## src/rtl/rr_mux_arbiter.sv

```systemverilog
// rr_mux_arbiter: round-robin grant FSM sharing one 2:1 data mux between two valid/ready sources
module rr_mux_arbiter #(
    parameter int WIDTH     = 8,
    parameter int MAX_BURST = 4
) (
    input  logic             clk,
    input  logic             rst_n,
    input  logic             din0_valid,
    input  logic [WIDTH-1:0] din0_data,
    output logic             din0_ready,
    input  logic             din1_valid,
    input  logic [WIDTH-1:0] din1_data,
    output logic             din1_ready,
    output logic             out_valid,
    output logic [WIDTH-1:0] out_data,
    input  logic             out_ready,
    output logic             sel,
    output logic             busy
);
    localparam logic [1:0] IDLE = 2'd0;
    localparam logic [1:0] GNT0 = 2'd1;
    localparam logic [1:0] GNT1 = 2'd2;
    localparam logic [8:0] MAX9 = 9'(MAX_BURST);
    localparam logic [7:0] MAX8 = 8'(MAX_BURST);
    logic [1:0] state_q, state_d;
    logic       last_q, last_d;
    logic [7:0] cnt_q, cnt_d;
    logic       own_v, oth_v;
    logic [1:0] oth_s;
    logic [8:0] cnt_inc;
    assign own_v   = (state_q == GNT1) ? din1_valid : din0_valid;
    assign oth_v   = (state_q == GNT1) ? din0_valid : din1_valid;
    assign oth_s   = (state_q == GNT1) ? GNT0 : GNT1;
    assign cnt_inc = {1'b0, cnt_q} + 9'd1;
    // state, last-served and burst counter registers
    always_ff @(posedge clk) begin
        if (!rst_n) begin
            state_q <= IDLE;
            last_q  <= 1'b1;
            cnt_q   <= '0;
        end else begin
            state_q <= state_d;
            last_q  <= last_d;
            cnt_q   <= cnt_d;
        end
    end
    // next-state arbitration: tie goes to the source not served last, burst cap forces a handover
    always_comb begin
        state_d = state_q;
        last_d  = last_q;
        cnt_d   = cnt_q;
        case (state_q)
            IDLE: begin
                if (din0_valid && (!din1_valid || last_q))
                    state_d = GNT0;
                else if (din1_valid)
                    state_d = GNT1;
            end
            GNT0, GNT1: begin
                if (!own_v)
                    state_d = oth_v ? oth_s : IDLE;
                else if (out_ready) begin
                    if (cnt_inc >= MAX9 && oth_v)
                        state_d = oth_s;
                    else
                        cnt_d = (cnt_inc > MAX9) ? MAX8 : cnt_inc[7:0];
                end
            end
            default: state_d = IDLE;
        endcase
        if (state_d != state_q && state_d != IDLE) begin
            last_d = (state_d == GNT1);
            cnt_d  = '0;
        end
    end
    // mux select and handshake gating decoded from the registered state
    always_comb begin
        sel        = (state_q == GNT1);
        busy       = (state_q != IDLE);
        out_data   = sel ? din1_data : din0_data;
        out_valid  = (state_q == GNT0) ? din0_valid : (state_q == GNT1) ? din1_valid : 1'b0;
        din0_ready = (state_q == GNT0) && out_ready;
        din1_ready = (state_q == GNT1) && out_ready;
    end
endmodule

```

## config.mk

```make
export PLATFORM = sky130hd
export DESIGN_NAME = rr_mux_arbiter
export DESIGN_NICKNAME = d
export VERILOG_FILES = /design/src/rtl/rr_mux_arbiter.sv
export SDC_FILE = /design/constraint.sdc
export NUM_CORES = 1
export LEC_CHECK = 0
export CORE_MARGIN = 2
export CORE_UTILIZATION = 51
export CTS_CLUSTER_SIZE = 25
export DETAILED_ROUTE_END_ITERATION = 8
export PLACE_DENSITY = 0.85
export SLEW_MARGIN = 20
export SYNTH_ARGS = -nofsm -noshare
export SYNTH_HDL_FRONTEND = slang
export SYNTH_SLANG_ARGS = --single-unit
```

## constraint.sdc

```tcl
create_clock -name clk -period 3.8 [get_ports clk]
set_input_delay 0.38 -clock clk [delete_from_list [all_inputs] [get_ports clk]]
set_output_delay 0.38 -clock clk [all_outputs]
set_load 0.01 [all_outputs]
```

# Yosys cells after proc, flatten, opt, wreduce, memory -nomap -nowiden
# Cells that the tools add are included.
[word_totals]
in_bits = 21
regBits = 11
wordCells = 39
[classes]
muxes = 14
n_eq_ne = 4
reduce_logical = 13
bitwise_logic = 2
add_sub_neg = 1
order_cmp = 2
[ops]
columns = ["op", "n"]
rows = [
  ["$mux W8", 2],
  ["$mux W2", 7],
  ["$add A8 B1 Y9 const B", 1],
  ["$ge A9 B3 Y1 const B", 1],
  ["$gt A9 B3 Y1 const B", 1],
  ["$logic_and A1 B1 Y1", 5],
  ["$eq A2 B2 Y1 const B", 2],
  ["$mux W1", 4],
  ["$pmux W2 S2", 1],
  ["$reduce_and A4 Y1", 1],
  ["$reduce_bool A2 Y1", 2],
  ["$reduce_or A2 Y1", 2],
  ["$eq A2 B1 Y1 const B", 1],
  ["$logic_not A2 Y1", 1],
  ["$ne A2 B2 Y1", 1],
  ["$not A1 Y1", 2],
  ["$logic_not A1 Y1", 1],
  ["$logic_or A1 B1 Y1", 1],
]

# Logic depth before layout (Yosys ltp)
# Gate-level depths: netlist (run 1).
[logic_depth]
word_depth = 10
mapped_depth = 10
depth_no_buf = 9

# Worst setup path after synthesis (run 1)
# No wires, ideal clock.
[synth_timing]
kind = "register to register"
from = "register state_q[0]"
to = "register cnt_q[3]"
n_path_buf = 1
slack_ns = 1.420
path_stages_with_launch = 11
t_arrival_ns = 2.264
synth_period_minus_slack_ns = 2.380
path_cell_list = "dfxtp_1 > buf_2 > inv_1 > ha_1 > and2_1 > a21oi_1 > nor2_1 > o31a_1 > a2111oi_4 > nor2_2 > and3_1"
[synth_between]
elab_chain_len = 10
elab_cells_between_ends = 21
classes_between = "eq/ne (3); mux (10); bitwise (1); reduce/logical (7)"
[synth_rtl]
columns = ["item", "line", "text"]
rows = [
  ["from (decl)", "25", "logic [1:0] state_q, state_d;"],
  ["from (signal assigned)", "42", "state_q <= state_d;"],
  ["$eq A2 B2 Y1 *", "--", ""],
  ["net sel", "17", "output logic sel,"],
  ["$mux W1", "32", "assign oth_v = (state_q == GNT1) ? din0_valid : din1_valid;"],
  ["$logic_and A1 B1 Y1", "63", "if (cnt_inc >= MAX9 && oth_v)"],
  ["$mux W2", "63", ""],
  ["$mux W2", "62", "else if (out_ready) begin"],
  ["$mux W2", "60", "if (!own_v)"],
  ["$pmux W2 S2", "52", "case (state_q)"],
  ["$ne A2 B2 Y1 or $reduce_bool A2 Y1 (tied branches)", "71", "if (state_d != state_q && state_d != IDLE) begin"],
  ["$logic_and A1 B1 Y1", "71", ""],
  ["$reduce_or A2 Y1 (no line)", "--", ""],
  ["to (signal assigned)", "44", "cnt_q <= cnt_d;"],
  ["to (decl)", "27", "logic [7:0] cnt_q, cnt_d;"],
]
# Mark *: on every way through the listed nets, which the timed path passes. The rest lies on a longest branch.
# A chain may end at the register's enable or synchronous reset.

# Worst setup path in the final report (run 1)
[layout_timing]
from = "register state_q[0]"
to = "output out_valid"
[layout_between]
elab_chain_len = 3
elab_cells_between_ends = 4
classes_between = "eq/ne (2); mux (2)"
[layout_rtl]
columns = ["item", "line", "text"]
rows = [
  ["$eq A2 B2 Y1", "81", "out_valid = (state_q == GNT0) ? din0_valid : (state_q == GNT1) ? din1_valid : 1'b0;"],
  ["$mux W1", "81", ""],
  ["$mux W1 *", "81", ""],
  ["to (decl)", "14", "output logic out_valid,"],
]
# Every way passes the cells marked *; elsewhere a longest branch is shown, timed or not.

==> summary.md, run 1 <==
| Metric | Value |
|---|---|
| Remaining antenna violation count after routing | `0` |
| Final wirelength | `3200 um` |
| Status | `finished clean` |
| Grt ovf | `0` |
| First-pass GRT wire length | `4981 um` |
| Yosys top cell by area | `dfxtp_1` |
| Most numerous cell in the Yosys netlist | `dfxtp_1` |
| Crit-path max FO | `18` |
| Crit path capture type | `primary output` |
| Via count | `1229` |
| Vias in the first global route | `1140` |
| Slew headroom | `between 50% and 60%` |
| Fmax | `344.5 MHz` |
| Pwr/cell area | `484.1 nW/um^2` |
| Largest net degree at the start of global routing | `19` |
| Clock Tree Buf Depth | `2` |
| Top Ports | `34` |
| Most used DFF post-synth | `dfxtp_1` |
| Highest Signal Layer | `met4` |
| Unique cell type count in the Yosys netlist | `53` |
| Initial antenna violation count | `0` |
| Worst Path Required | `3420 ps` |
| Fin crit period | `2903 ps` |
| Synth top area share | `18.76%` |
| Met3 WL | `roughly 150 um` |
| Final Setup Violations | `0` |
| FILL cells | `~170` |
| Total track usage | `24.40%` |
| Post-CTS sizing | `0` |
| Horiz. Die Dim | `a little over 50 um` |
| Setup Crit Path Kind | `reg -> out` |
| Placement Rows | `17` |
| CTS tree | `done` |
| Cells after Synth | `143` |
| Root Buffer | `clkbuf_4` |
| N_diodes | `0` |
| Setup_tns | `0 ps` |
| EDFF count, synth | `0` |
| Core Box Area | `2191 um^2` |
| GP Congestion | `0.8510` |
| CTS buffer count | `3` |
| Post-DP HPWL | `2482 um` |
| TritonRoute pass-1 iters | `4` |
| Share of cells above drive strength 1 | `12.14%` |
| Worst-Skew Late Latency | `approximately 270 ps` |
| Buffers on Ports | `33` |
| Post-synth ARST share | `0%` |
| FF+latch count, synth | `11` |
| Sequential area share after synthesis | `18.76%` |
| Layout Area Growth over Synthesis | `30.06%` |
| Drc violations | `0` |
| RSZ-0062 raised after global routing | `false` |
| Slew Limit Fails | `0` |
| Critical Path AT | `2520 ps` |
| Peak supply drop | `0.3139 mV` |
| Worst hold slack | `541.0 ps` |
| CP startpoint kind | `flip-flop` |
| Final period util | `76.39%` |
| Mapped Area | `1174 um^2` |
| Synth warn | `0` |
| Max cap viols | `0` |
| # nets final | `201` |
| Number of setup buffers added after CTS | `0` |
| Routed vias/inst | `6.114` |
| Detailed router's first-iteration violation count | `36` |
| Leak | `about 0.6 nW` |
| Hold_buf cts | `0` |
| Final hold viol count | `0` |
| TritonCTS Sinks | `11` |
| Slew @ Worst Pin | `around 630 ps` |
| Area of the multi-input gates | `888.4 um^2` |
| Synth area leaders | `dfxtp_1 (19%), mux2_2 (8.6%), ha_1 (6.4%), and3_1 (3.7%), and2_1 (3.2%)` |
| Most frequent cells after synthesis | `dfxtp_1 (11), nor2_1 (10), mux2_2 (9)` |
| Clock slew at reported path FFs | `70 ps` |
| Min-Delay Path Class | `reg -> reg` |
| Initial Util | `53.57%` |
| Die area | `2701 um^2` |
| WL met1 | `1338 um` |
| Mapped Nets | `170` |
| Met2 wire len | `1641 um` |
| Die extent in y | `51.97 um` |
| H-tree Lvls | `1` |
| Max Clock Skew | `6.076 ps` |
| DR WL/cell | `15.92 um` |
| Sequential standard cell area | `220.2 um^2` |
| Post-Syn Area per Cell | `8.207 um^2` |
[power breakdown]
part           internal, W  leakage (nW)  switching, W  total [W]
sequential        0.000130        0.0892     0.0000300   0.000160
clock            0.0000407        0.0150     0.0000411  0.0000818
combinational     0.000244         0.484      0.000253   0.000497
[stage by stage]
| step | power [W] | setup WS (ps) | area, um^2 | cells | utilization, % |
|---|---|---|---|---|---|
| floorplan | 0.0004905 | 1420 | 1174 | 143 | - |
| global placement | 0.0006422 | 1078 | 1500 | 197 | 68.48 |
| detailed placement | 0.0006521 | 956.2 | 1500 | 197 | 68.48 |
| CTS | 0.0007370 | 931.9 | 1526 | 201 | 69.67 |
| global route | 0.0007894 | 730.6 | 1526 | 201 | 69.67 |
| finish | 0.0007389 | 897.2 | 1526 | 201 | 69.67 |
[cells in the final DEF, fill, tap and decap left out, types with 2 or more instances in the layout]
| master | count |
|---|---|
| a211o_1 | 2 |
| a21o_1 | 2 |
| a21oi_1 | 5 |
| a31oi_1 | 2 |
| a32oi_1 | 2 |
| and2_1 | 6 |
| and3_1 | 7 |
| clkbuf_4 | 3 |
| clkdlybuf4s50_1 | 33 |
| dfxtp_1 | 11 |
| ha_1 | 6 |
| inv_1 | 7 |
| mux2_2 | 9 |
| nand2_1 | 7 |
| nand3_1 | 2 |
| nand4_1 | 3 |
| nor2_1 | 10 |
| nor2b_1 | 5 |
| nor3_1 | 5 |
| nor4_1 | 2 |
| nor4b_1 | 2 |
| o211ai_1 | 2 |
| o21a_1 | 2 |
| o21ai_0 | 6 |
| o22ai_1 | 2 |
| o2bb2ai_1 | 2 |
| or2_1 | 2 |
[worst max-delay path, stage by stage, from the launching register on]
cell	delay, ps
dfxtp_1	560
inv_1	170
ha_1	450
and2_1	320
mux2_2	270
clkdlybuf4s50_1	480
[logic make-up (layout without fill, tap and decap cells)]
logic type,after synthesis,after routing,share of synthesized area (%)
fa+ha+maj,6,6,6.396
flops,11,11,18.76
mux,10,10,9.489
simple gates,56,56,27.08
xor+xnor,1,1,0.7464
compound gates,45,45,31.98
buf+inv,14,44,5.544
[final timing paths]
| path | start | endpoint | slack (ps) | cells past startpoint |
|---|---|---|---|---|
| worst max-delay path | state_q[0] | out_valid | 900 | 5 |
| worst min-delay path | cnt_q[6] | cnt_q[6] | 540 | 1 |
| worst max register to register | state_q[0] | cnt_q[5] | 920 | 9 |
| worst min register to register | cnt_q[6] | cnt_q[6] | 540 | 1 |
[per-layer routing]
layer,global-route usage [%],vias to the layer above
met5,0,-
li1,-,602
met2,41.56,46
met3,4.885,8
met4,10.96,0
met1,29.23,573
[sequential cells by signal (all words and copies together), names as in the netlist]
register	count
last_q	1
cnt_q	8
state_q	2
[layout make-up]
| cell class | count | share of cell area, % |
|---|---|---|
| timing repair buffer | 33 | 21.64 |
| multi-input combinational | 118 | 58.20 |
| sequential | 11 | 14.43 |
| inverter | 7 | 1.721 |
| clock buffer | 4 | 1.721 |
| tap | 28 | 2.295 |
No activity file was read; power rests on OpenSTA's default activity.
==> run 2, diff against run 1 <==
--- a/config.mk
+++ b/config.mk
@@ -6,10 +6,10 @@
 export NUM_CORES = 1
 export LEC_CHECK = 0
 export CORE_MARGIN = 2
-export CORE_UTILIZATION = 51
+export CORE_UTILIZATION = 47
 export CTS_CLUSTER_SIZE = 25
 export DETAILED_ROUTE_END_ITERATION = 8
-export PLACE_DENSITY = 0.85
+export PLACE_DENSITY = 0.79
 export SLEW_MARGIN = 20
 export SYNTH_ARGS = -nofsm -noshare
 export SYNTH_HDL_FRONTEND = slang
==> constraint.sdc (replaced) <==
create_clock -name clk -period 2.9 [get_ports clk]
set_input_delay 0.29 -clock clk [delete_from_list [all_inputs] [get_ports clk]]
set_output_delay 0.29 -clock clk [all_outputs]
set_load 0.01 [all_outputs]
==> summary.md, run 2 (same netlist as run 1, synthesis figures left out) <==
| Metric | Value |
|---|---|
| RSZ-0062 raised after global routing | `false` |
| Clock Tree Buf Depth | `2` |
| Post-route cell area | `roughly 1500 um^2` |
| Final hold viol count | `0` |
| Hold_buf cts | `0` |
| Fmax | `378.6 MHz` |
| Status | `finished clean` |
| Peak supply drop | `0.4650 mV` |
| Detailed router's first-iteration violation count | `34` |
| Layout Area Growth over Synthesis | `31.56%` |
| Total track usage | `23.42%` |
| FILL cells | `208` |
| Setup Crit Path Kind | `reg -> reg` |
| Die extent in y | `53.97 um` |
| Max Clock Skew | `6.621 ps` |
| Most frequent cells in the layout | `clkdlybuf4s50_1 (33), dfxtp_1 (11), nor2_1 (10)` |
| Vias in the first global route | `1099` |
| Root Buffer | `clkbuf_4` |
| Top flop regs | `cnt_q x8, state_q x2, last_q x1` |
| Buffers on Ports | `33` |
| Crit path capture type | `flip-flop` |
| Pwr/cell area | `628.1 nW/um^2` |
| Horiz. Die Dim | `53.97 um` |
| H-tree Lvls | `1` |
| Worst hold slack | `approximately 550 ps` |
| GP Congestion | `0.8715` |
| Most common cell after layout, fill and taps aside | `clkdlybuf4s50_1` |
| Worst Path Required | `between 3000 and 4000 ps` |
| Fin crit period | `about 2600 ps` |
| Top Ports | `34` |
| Number of flip-flops under the largest register name | `8` |
| Placed Instances | `201` |
| Routed vias/inst | `5.985` |
| # nets final | `203` |
| CP startpoint kind | `flip-flop` |
| CTS tree | `done` |
| Min-Delay Path Class | `reg -> reg` |
| Initial antenna violation count | `0` |
| Die area | `about 2900 um^2` |
| Initial Util | `48.70%` |
| Largest net degree at the start of global routing | `17` |
| Placement Rows | `18` |
| Final non-filler cell total | `205` |
| N_diodes | `0` |
| TritonRoute pass-1 iters | `4` |
| CTS buffer count | `3` |
| Drc violations | `0` |
| Critical Path AT | `around 2800 ps` |
| Final wirelength | `3240 um` |
| Final worst-path setup slack | `259.0 ps` |
| Final Setup Violations | `0` |
| Remaining antenna violation count after routing | `0` |
| TritonCTS Sinks | `11` |
| DR WL/cell | `15.80 um` |
| Crit-path max FO | `12` |
| Via count | `1227` |
| Post-CTS sizing | `0` |
| Setup_tns | `0 ps` |
| Clock slew at reported path FFs | `60 ps` |
| Pre-CTS setup slack | `321.0 ps` |
| Number of setup buffers added after CTS | `0` |
| Leak | `0.5980 nW` |
| Post-DP HPWL | `2555 um` |
| First-pass GRT wire length | `about 5000 um` |
| Top reg by flops | `cnt_q` |
| Core Box Area | `roughly 2400 um^2` |
| Placement Cell Area | `1518 um^2` |
| Slew Limit Fails | `0` |
| Max cap viols | `0` |
| Slew headroom | `73.33%` |
| Slew @ Worst Pin | `396.3 ps` |
| Grt ovf | `0` |
| Worst-Skew Late Latency | `260 ps` |
| Share of cells above drive strength 1 | `13.14%` |
| Final period util | `91.07%` |
==> run 2: cell type report <==
class	count	area (um^2)	area share [%]
inverter	7	26.28	1.702
sequential	11	220.2	14.26
clock buffer	4	26.28	1.702
multi-input combinational	118	888.4	57.54
timing repair buffer	35	345.3	22.37
tap	30	37.54	2.431
==> run 2: routing by layer <==
layer  track usage, %  wire, um
met1            32.23      1480
met2            37.80      1579
met3            1.667       125
met4            9.167        54
met5                0         0
==> run 2: stage by stage <==
step	power (W)	utilization [%]
finish	0.0009699	64.07
global route	0.001039	64.07
CTS	0.0009644	64.07
detailed placement	0.0008637	62.98
global placement	0.0008535	62.98
floorplan	0.0006427	-
==> run 2: report_power, final <==
group          switching [W]  internal, W  total [W]
Clock              0.0000439    0.0000530  0.0000968
Combinational       0.000338     0.000326   0.000664
Sequential         0.0000388     0.000170   0.000209
Total               0.000420     0.000549   0.000970
==> run 2: final timing paths <==
kind	start	end	slack, ps	depth (start not counted)
min reg2reg	cnt_q[6]	cnt_q[6]	550	1
max	state_q[0]	cnt_q[7]	260	9
max reg2reg	state_q[0]	cnt_q[7]	260	9
min	cnt_q[6]	cnt_q[6]	550	1
==> run 2: critical path, stage by stage (launching register included) <==
cell and delay, ps:
dfxtp_1 560, inv_1 160, ha_1 290, and2_1 230
a21oi_1 140, nor2_1 50, o31a_1 340, a2111oi_4 440
nor2_2 120, and3_1 190
==> run 3, diff against run 2 <==
--- a/config.mk
+++ b/config.mk
@@ -5,11 +5,13 @@
 export SDC_FILE = /design/constraint.sdc
 export NUM_CORES = 1
 export LEC_CHECK = 0
+export CAP_MARGIN = 25
 export CORE_MARGIN = 2
 export CORE_UTILIZATION = 47
 export CTS_CLUSTER_SIZE = 25
 export DETAILED_ROUTE_END_ITERATION = 8
 export PLACE_DENSITY = 0.79
+export SKIP_LAST_GASP = 1
 export SLEW_MARGIN = 20
 export SYNTH_ARGS = -nofsm -noshare
 export SYNTH_HDL_FRONTEND = slang
==> results of run 3 <==
Final layout, timing and power as in run 2 (identical DEF).
